<file path="src/rtl/matrix_scan_ctrl.sv">
// ---------------------------------------------------------------------------
// matrix_scan_ctrl
//
// Free-running refresh sequencer for a 32x32 HUB75-style RGB panel.
// Pixel pairs are read from a double-buffered synchronous frame RAM.
// For each of the 16 row pairs the block does the following in turn:
//   - shifts 32 columns into the panel, two clocks per column;
//   - pulses the latch;
//   - optionally blanks for GAP cycles;
//   - enables the LEDs for ON_TIME cycles.
// The front/back buffer swap is only ever performed at a frame boundary.
//
// Every panel-facing output is registered. It reflects the state the
// sequencer occupied during the previous clock. This keeps led_clk, lat and
// oe glitch-free and cleanly separated from one another.
//
// Optional build macro: MATRIX_DIM_EN
//   Adds a 4-bit brightness input. It is sampled on entry to DISPLAY, and
//   oe is only driven low for the first (ON_TIME*brightness)>>4 cycles.
//
// Parameters
//   ON_TIME     clk cycles per row in DISPLAY (1..255)
//   GAP         blank clk cycles between latch and DISPLAY (0..15)
//
// Ports
//   clk         system clock
//   reset_n     asynchronous active-low reset
//   enable      level, refresh runs while high
//   fb_addr     frame RAM read address {front_buf, row[3:0], col[4:0]}
//   fb_rdata    {rgb1[2:0], rgb2[2:0]}, valid one clk after fb_addr
//   swap_req    level, buffer swap request, held until swap_ack
//   swap_ack    one-clk pulse when the swap is performed
//   front_buf   buffer currently displayed
//   frame_done  one-clk pulse at the end of the row 15 DISPLAY
//   busy        high whenever the sequencer is not idle
//   r1..b2      panel colour data
//   led_clk     panel shift clock
//   lat         panel latch, active high
//   oe          panel output enable, active low
//   a..d        panel row address
// ---------------------------------------------------------------------------
module matrix_scan_ctrl #(
    parameter int ON_TIME = 64,
    parameter int GAP     = 1
) (
    input  logic       clk,
    input  logic       reset_n,
    input  logic       enable,
    output logic [9:0] fb_addr,
    input  logic [5:0] fb_rdata,
    input  logic       swap_req,
    output logic       swap_ack,
    output logic       front_buf,
    output logic       frame_done,
    output logic       busy,
    output logic       r1,
    output logic       g1,
    output logic       b1,
    output logic       r2,
    output logic       g2,
    output logic       b2,
    output logic       led_clk,
    output logic       lat,
    output logic       oe,
    output logic       a,
    output logic       b,
    output logic       c,
    output logic       d
`ifdef MATRIX_DIM_EN
    ,
    input  logic [3:0] brightness
`endif
);

    localparam logic [2:0] S_IDLE     = 3'd0;
    localparam logic [2:0] S_PREFETCH = 3'd1;
    localparam logic [2:0] S_SHIFT    = 3'd2;
    localparam logic [2:0] S_LATCH    = 3'd3;
    localparam logic [2:0] S_GAP      = 3'd4;
    localparam logic [2:0] S_DISPLAY  = 3'd5;

    localparam logic [7:0] OnTime8 = 8'(ON_TIME);
    localparam logic [7:0] OnLast  = 8'(ON_TIME - 1);
    localparam logic [7:0] GapLast = 8'((GAP > 0) ? (GAP - 1) : 0);

    logic [2:0] state_q, state_d;
    logic [3:0] row_q, row_d;
    logic [4:0] col_q, col_d;
    logic       phase_q, phase_d;
    logic [7:0] cnt_q, cnt_d;
    logic       front_q, front_d;
    logic       armed_q, armed_d;
    logic       ack_q, ack_d;
    logic       done_q, done_d;
    logic       busy_q, busy_d;
    logic [9:0] addr_q, addr_d;
    logic [5:0] rgb_q, rgb_d;
    logic       led_q, led_d;
    logic       lat_q, lat_d;
    logic       oe_q, oe_d;
    logic [3:0] panelRow_q, panelRow_d;
    logic [7:0] onLen;

`ifdef MATRIX_DIM_EN
    logic [7:0]  onLen_q, onLen_d;
    logic [11:0] dimProd;

    assign dimProd = {4'd0, OnTime8} * {8'd0, brightness};
    assign onLen   = onLen_q;
`else
    assign onLen   = OnTime8;
`endif

    // Next-state logic.
    // Data-path actions (rgb capture, address advance, shift clock) happen
    // on the edge that leaves the corresponding state. Because of this, the
    // synchronous RAM always has a full cycle to respond to the address it
    // was given.
    //
    // A swap request stays armed only until it has been acknowledged. A
    // request held high across several frames therefore swaps just once;
    // it must drop and be raised again before another swap can happen.
    always_comb begin
        state_d    = state_q;
        row_d      = row_q;
        col_d      = col_q;
        phase_d    = phase_q;
        cnt_d      = cnt_q;
        front_d    = front_q;
        armed_d    = armed_q | ~swap_req;
        ack_d      = 1'b0;
        done_d     = 1'b0;
        addr_d     = addr_q;
        rgb_d      = rgb_q;
        led_d      = 1'b0;
        lat_d      = 1'b0;
        oe_d       = 1'b1;
        panelRow_d = panelRow_q;
`ifdef MATRIX_DIM_EN
        onLen_d    = onLen_q;
`endif

        case (state_q)
            S_IDLE: begin
                row_d   = 4'd0;
                col_d   = 5'd0;
                phase_d = 1'b0;
                addr_d  = {front_q, 4'd0, 5'd0};
                if (enable) begin
                    state_d = S_PREFETCH;
                end
            end

            S_PREFETCH: begin
                col_d   = 5'd0;
                phase_d = 1'b0;
                state_d = S_SHIFT;
            end

            S_SHIFT: begin
                if (!phase_q) begin
                    rgb_d   = fb_rdata;
                    addr_d  = {front_q, row_q, col_q + 5'd1};
                    phase_d = 1'b1;
                end else begin
                    led_d   = 1'b1;
                    phase_d = 1'b0;
                    col_d   = col_q + 5'd1;
                    if (col_q == 5'd31) begin
                        state_d = S_LATCH;
                    end
                end
            end

            S_LATCH: begin
                lat_d      = 1'b1;
                panelRow_d = row_q;
                cnt_d      = 8'd0;
                if (GAP == 0) begin
                    state_d = S_DISPLAY;
                end else begin
                    state_d = S_GAP;
                end
            end

            S_GAP: begin
                cnt_d = cnt_q + 8'd1;
                if (cnt_q == GapLast) begin
                    cnt_d   = 8'd0;
                    state_d = S_DISPLAY;
                end
            end

            S_DISPLAY: begin
                oe_d  = (cnt_q < onLen) ? 1'b0 : 1'b1;
                cnt_d = cnt_q + 8'd1;
                if (cnt_q == OnLast) begin
                    cnt_d = 8'd0;
                    if (!enable) begin
                        // Abandon the frame quietly; a restart begins at row 0.
                        row_d   = 4'd0;
                        state_d = S_IDLE;
                    end else if (row_q == 4'd15) begin
                        done_d  = 1'b1;
                        row_d   = 4'd0;
                        state_d = S_PREFETCH;
                        if (swap_req && armed_q) begin
                            front_d = ~front_q;
                            ack_d   = 1'b1;
                            armed_d = 1'b0;
                        end
                    end else begin
                        row_d   = row_q + 4'd1;
                        state_d = S_PREFETCH;
                    end
                    // The first fetch of the next row uses the new buffer.
                    addr_d = {front_d, row_d, 5'd0};
                end
            end

            default: begin
                state_d = S_IDLE;
            end
        endcase

`ifdef MATRIX_DIM_EN
        // Brightness is frozen for the whole DISPLAY window.
        if (state_d == S_DISPLAY && state_q != S_DISPLAY) begin
            onLen_d = 8'(dimProd >> 4);
        end
`endif

        busy_d = (state_d != S_IDLE);
    end

    // State and output registers.
    always_ff @(posedge clk or negedge reset_n) begin
        if (!reset_n) begin
            state_q    <= S_IDLE;
            row_q      <= 4'd0;
            col_q      <= 5'd0;
            phase_q    <= 1'b0;
            cnt_q      <= 8'd0;
            front_q    <= 1'b0;
            armed_q    <= 1'b1;
            ack_q      <= 1'b0;
            done_q     <= 1'b0;
            busy_q     <= 1'b0;
            addr_q     <= 10'd0;
            rgb_q      <= 6'd0;
            led_q      <= 1'b0;
            lat_q      <= 1'b0;
            oe_q       <= 1'b1;
            panelRow_q <= 4'd0;
        end else begin
            state_q    <= state_d;
            row_q      <= row_d;
            col_q      <= col_d;
            phase_q    <= phase_d;
            cnt_q      <= cnt_d;
            front_q    <= front_d;
            armed_q    <= armed_d;
            ack_q      <= ack_d;
            done_q     <= done_d;
            busy_q     <= busy_d;
            addr_q     <= addr_d;
            rgb_q      <= rgb_d;
            led_q      <= led_d;
            lat_q      <= lat_d;
            oe_q       <= oe_d;
            panelRow_q <= panelRow_d;
        end
    end

`ifdef MATRIX_DIM_EN
    // Captured brightness window length.
    always_ff @(posedge clk or negedge reset_n) begin
        if (!reset_n) begin
            onLen_q <= 8'd0;
        end else begin
            onLen_q <= onLen_d;
        end
    end
`endif

    assign fb_addr    = addr_q;
    assign swap_ack   = ack_q;
    assign front_buf  = front_q;
    assign frame_done = done_q;
    assign busy       = busy_q;
    assign {r1, g1, b1, r2, g2, b2} = rgb_q;
    assign led_clk    = led_q;
    assign lat        = lat_q;
    assign oe         = oe_q;
    assign {d, c, b, a} = panelRow_q;

endmodule

</file>
<file path="config.mk">
export PLATFORM = sky130hd
export DESIGN_NAME = matrix_scan_ctrl
export DESIGN_NICKNAME = d
export VERILOG_FILES = /design/src/rtl/matrix_scan_ctrl.sv
export SDC_FILE = /design/constraint.sdc
export NUM_CORES = 1
export LEC_CHECK = 0
export CAP_MARGIN = 0
export CORE_MARGIN = 2
export CORE_UTILIZATION = 53
export DETAILED_ROUTE_END_ITERATION = 16
export PLACE_DENSITY = 0.79
export SYNTH_ARGS = -nofsm -noshare
export SYNTH_HDL_FRONTEND = slang
export SYNTH_SLANG_ARGS = --single-unit
</file>
<file path="constraint.sdc">
create_clock -name clk -period 1.85 [get_ports clk]
set_input_delay 0.37 -clock clk [delete_from_list [all_inputs] [get_ports clk]]
set_output_delay 0.37 -clock clk [all_outputs]
set_load 0.01 [all_outputs]
</file>
After elaboration in Yosys (flattened, before gate mapping)
Cells that the tools add are included.
{"block": "totals", "reg_bits": 49, "latch_bits": 0, "ramBits": 0, "rom_bits": 0, "inputBits": 10, "out_inout_bits": 27, "mem_count": 0}
{"block": "op_classes", "n_addsub": 3, "mul": 0, "div": 0, "n_lt_le_gt_ge": 1, "eq_ne": 11, "n_shift": 0, "muxes": 43, "bitwise_logic": 4, "n_reduce_logical": 14}
{"cell": "10-bit one-hot mux with 3 select lines", "count": 1}
{"cell": "1-bit 2-to-1 mux", "count": 24}
{"cell": "8-bit one-hot mux with 3 select lines", "count": 1}
{"cell": "10-bit 2-to-1 mux", "count": 2}
{"cell": "3-bit one-hot mux with 6 select lines", "count": 1}
{"cell": "8-bit 2-to-1 mux", "count": 2}
{"cell": "3-bit 2-to-1 mux", "count": 5}
{"cell": "4-bit 2-to-1 mux", "count": 3}
{"cell": "5-bit one-hot mux with 2 select lines", "count": 1}
{"cell": "3-bit nonzero test", "count": 3}
{"cell": "8-bit by 1-bit adder with 8-bit output (second input constant)", "count": 1}
{"cell": "8-bit by 6-bit equality test with 1-bit output (second input constant)", "count": 1}
{"cell": "8-bit logical NOT", "count": 1}
{"cell": "8-bit by 7-bit less-than comparator with 1-bit output (second input constant)", "count": 1}
{"cell": "4-bit one-hot mux with 2 select lines", "count": 1}
{"cell": "2-bit AND reduction", "count": 4}
{"cell": "3-bit by 2-bit equality test with 1-bit output (second input constant)", "count": 2}
{"cell": "3-bit equality test (second input constant)", "count": 2}
{"cell": "2-bit inequality test (second input constant)", "count": 3}
{"cell": "5-bit by 1-bit adder with 5-bit output (second input constant)", "count": 1}
{"cell": "5-bit equality test (second input constant)", "count": 1}
{"cell": "5-bit 2-to-1 mux", "count": 1}
{"cell": "4-bit by 1-bit adder with 4-bit output (second input constant)", "count": 1}
{"cell": "4-bit equality test (second input constant)", "count": 1}
{"cell": "other kinds (9)", "count": 12}

Depth between registers and ports, before layout
{"block": "logic_depth", "ltp_word": 7, "ltp_mapped": 7, "ltp_nobuf": 7}

Least setup slack after synthesis
Ideal clock, no wire load.
{"block": "synth_timing", "kind": "register to register", "start": "register cnt_q[0]", "end": "register addr_q[2], in the netlist fb_addr[2]", "setup_time_ns": 0.095, "arrival_ns": 1.496, "setup_slack_ns": 0.259, "stages_incl_launch_ff": 8, "n_path_buf": 2, "period_less_slack_ns": 1.591, "path_cell_list": "dfrtp_1 -> ha_1 -> and2_1 -> a31oi_1 -> buf_2 -> buf_2 -> nand2_1 -> o31ai_1"}
{"block": "synth_via", "elab_chain_cells": 3}
{"item": "from (decl)", "line": "90", "rtl": "logic [7:0] cnt_q, cnt_d;"}
{"item": "from (signal assigned)", "line": "260", "rtl": "cnt_q <= cnt_d;"}
{"item": "8-bit by 6-bit equality test with 1-bit output", "line": "197", "rtl": "if (cnt_q == OnLast) begin"}
{"item": "2-bit inequality test (no source line)"}
{"item": "3-bit AND reduction (no source line)"}
{"item": "to (signal assigned)", "line": "266", "rtl": "addr_q <= addr_d;"}
{"item": "to (decl)", "line": "96", "rtl": "logic [9:0] addr_q, addr_d;"}
No other way between the ends.
A chain may end at the register's enable or synchronous reset.

Worst setup path after layout
{"block": "layout_timing", "start": "register cnt_q[0]", "end": "register cnt_q[5]"}
{"block": "layout_via", "elab_chain_cells": 3, "elab_cells_between_ends": 6, "classes_between": "add/sub (1); eq/ne (1); mux (3); reduce/logical (1)"}
{"item": "8-bit by 1-bit adder with 8-bit output (tied with other cells)", "line": "187, 196"}
{"item": "8-bit 2-to-1 mux, on equally long branches", "line": "197, 188"}
{"item": "8-bit one-hot mux with 3 select lines *", "line": "143", "rtl": "case (state_q)"}
Mark *: on every way between the ends. The rest lies on a longest branch, timed or not.

==> impl_metrics.py <==
metrics = {
    "status": {
        "outcome": "complete, no violations",
    },
    "floorplan": {
        "ioPinCount": 37,
        "fp.dieArea_um2": 5050,
        "num_rows": 24,
        "die_w_um": 71.1,
        "start_util_pct": 54.7,
        "core-area_um2": 4350,
        "die_h_um": 71.1,
    },
    "final_layout": {
        "fillers": 343,
        "final_layout_size_suffix_gt1_share_pct": 14.1,
        "final_cell_area_um2": 3000,
        "fin_nets": 291,
        "syn2layout_area_growth_pct": 26.0,
        "insertedDiodeCount": 0,
    },
    "drt": {
        "avgRoutedWirePerCell_um": 15.3,
        "drt_pre_antenna_iters": 4,
        "ant_nets": 0,
        "viasPerCell": 5.83,
        "routed.top_layer": "met4",
        "met2WireLength_um": 2490,
        "routed-via-count": 1919,
        "drt_iter0_markers": 132,
        "wl_met1_um": 2160,
        "dr_wl_met3_um": 273,
        "wl_um": 5030,
        "drc_errors": 0,
    },
    "timing": {
        "timing.final.crit_share_pct": 93.7,
        "max_clock_freq_mhz": 577,
        "maxSlewHeadroom_pct": 66.6,
        "slew_viol_final": 0,
        "tightest_slew_ps": 501,
        "fin_ws_ps": 117,
        "fin_crit_ps": 1730,
        "hold_violations": 0,
        "setup_viol": 0,
        "fin_worst_skew_ps": 4.84,
    },
    "power_and_ir_drop": {
        "vdd_drop_max_v": 0.000472,
        "p_leak_uw": 0.00132,
        "powerDensity_nw_per_um2": 646,
    },
    "clock_tree": {
        "cts_sinks": 49,
        "cts_root_buf": "clkbuf_8",
        "cts_buffers": 5,
        "clk_latency_ps": 300,
        "cts_hold_buf": 0,
        "cts_tree": "done",
        "clk_pin_slew_worst_paths_ps": 90,
        "h-tree-depth": 2,
        "cts_buffer_depth": 2,
    },
    "critical_path": {
        "arrival_ps": 1950,
        "path_class": "reg2reg",
        "critPathMaxFanout": 6,
        "crit_start": "cnt_q[0]",
        "critPathCapture": "cnt_q[5]",
        "r2r_cells": 6,
        "rrSetupSlack_ps": 120,
        "crit_path_end_kind": "register",
        "regToRegStartpoint": "cnt_q[0]",
        "worstPathRequired_ps": 2070,
        "start_kind": "register",
        "regToRegEndpoint": "cnt_q[5]",
    },
    "place": {
        "place_ws_ps": 19.0,
        "place.port_buffers": 36,
        "placed_cell_area_um2": 2880,
        "gp_congestion": 0.917,
        "dp_hpwl_um": 3710,
    },
    "job": {
        "maxCapViolations": 0,
    },
    "synth": {
        "yosys-top-cells-area": "dfrtp_1 49%, nand2_1 5.2%, mux2_2 3.3%",
        "yosys-top-cells-count": "47 x dfrtp_1, 33 x nand2_1, 12 x nor2_1, 12 x o21ai_0, 9 x o31ai_1",
        "synth_top_area_share_pct": 49.3,
        "yosysMostFrequentCell": "dfrtp_1",
        "syn_avg_cell_area_um2": 10.4,
        "yosysTopAreaCell": "dfrtp_1",
        "syn_area_um2": 2380,
        "synth_edf_count": 0,
        "ys_async_sr_fraction_pct": 100,
        "synthCells": 229,
        "synth.distinct_cells": 52,
        "synth_warnings": 0,
        "synth-seq-cells": 49,
        "ys_seq_area_share_pct": 51.5,
        "ys.flop_type": "dfrtp_1",
        "synth_nets": 244,
    },
    "min_path": {
        "hold_class": "in2async",
    },
    "grt": {
        "grt_pass1_vias": 1828,
        "grt_start_max_net_pins": 31,
        "grt_pass1_wl_um": 8490,
        "grt-ovfl-total": 0,
        "antenna_found_initial": 0,
        "grt_util_all_layers_pct": 21.6,
    },
}
-- metrics by stage --
| step | std cells | hold slack (ps) | total power, uW | setup TNS [ps] | utilization (%) |
|---|---|---|---|---|---|
| global route | 329 | 43.8 | 2010 | -17.1 | 69.0 |
| finish | 329 | 21.2 | 1940 | 0 | 69.0 |
| detailed placement | 321 | 358 | 1170 | 0 | 66.2 |
| floorplan | 229 | 74.4 | 1110 | 0 | - |
| global placement | 321 | 353 | 1170 | 0 | 66.2 |
| CTS | 329 | 24.6 | 1960 | 0 | 68.9 |
-- cell families (layout without fill, tap and decap cells) --
group | after synthesis | count (layout) | share of synthesized area [%]
and+or+nand+nor | 86 | 86 | 19.9
AOI/OAI and AO/OA | 59 | 59 | 17.3
DFF | 49 | 49 | 51.5
buffers and inverters | 17 | 65 | 3.15
muxes | 7 | 7 | 3.31
xor gates and xnor gates | 6 | 6 | 2.21
adders and majority gates | 5 | 5 | 2.62
-- sequential cells by signal, indices dropped and copies added, names as in the netlist, 3 cells and up --
signal	count
panelRow_q	4
cnt_q	8
row_q	4
state_q	3
rgb_q	6
col_q	5
fb_addr	10
-- placed cells by master, fill, tap and decap left out, types with 5 or more instances in the layout --
cell type        count
clkbuf_8             6
buf_4               11
o21ai_0             12
a211oi_1             5
inv_1                7
nand2_1             33
nor2_1              12
clkdlybuf4s50_1     35
dfrtp_1             47
ha_1                 5
nand3_1              7
o31ai_1              8
a22o_1               8
mux2_2               7
o21ai_1              7
-- power breakdown --
part	internal (uW)	total [uW]	leakage [uW]	switching [uW]
registers	1080	1080	0.000619	3.19
logic	35.8	68.7	0.000646	32.9
clock network	441	792	0.0000585	351
total	1550	1940	0.00132	387
-- how the worst min path moves through the flow --
stage                     startpoint    endpoint  slack [ps]  cells past startpoint
final                        reset_n    col_q[0]          20                      1
after global routing         reset_n    row_q[2]          40                      1
after CTS                    reset_n  state_q[0]          20                      1
after detailed placement     reset_n    col_q[0]         360                      1
after global placement       reset_n    col_q[0]         350                      1
after floorplan              reset_n        busy          70                      0
-- area by class of cell --
type / instances / area [um^2] / area share (%)
multi-input combinational: 163 / 1080 / 36.1
inverter: 8 / 30.0 / 1.00
sequential: 49 / 1230 / 40.9
tap: 52 / 65.1 / 2.17
timing repair buffer: 49 / 478 / 15.9
clock buffer: 7 / 86.3 / 2.88
clock inverter: 1 / 30.0 / 1.00
-- what timing repair did --
action / CTS / global route
endpoints found under the hold margin: 0 / 0
buffers inserted: 0 / 0
setup endpoints to repair: 0 / 1
resized for setup: 0 / 1
-- layer usage --
| metal | vias up | GRT usage [%] |
|---|---|---|
| li1 | 925 | - |
| met1 | 923 | 28.4 |
| met2 | 61 | 34.0 |
| met3 | 10 | 5.70 |
| met4 | 0 | 9.22 |
| met5 | - | 0 |
-- critical path: stages (launching register included) --
cell,delay [ps]
dfrtp_1,420
inv_1,70
ha_1,200
nor4b_1,150
a31oi_1,360
nand2_1,190
o31ai_2,250
Power figures use the tool's default switching activity.
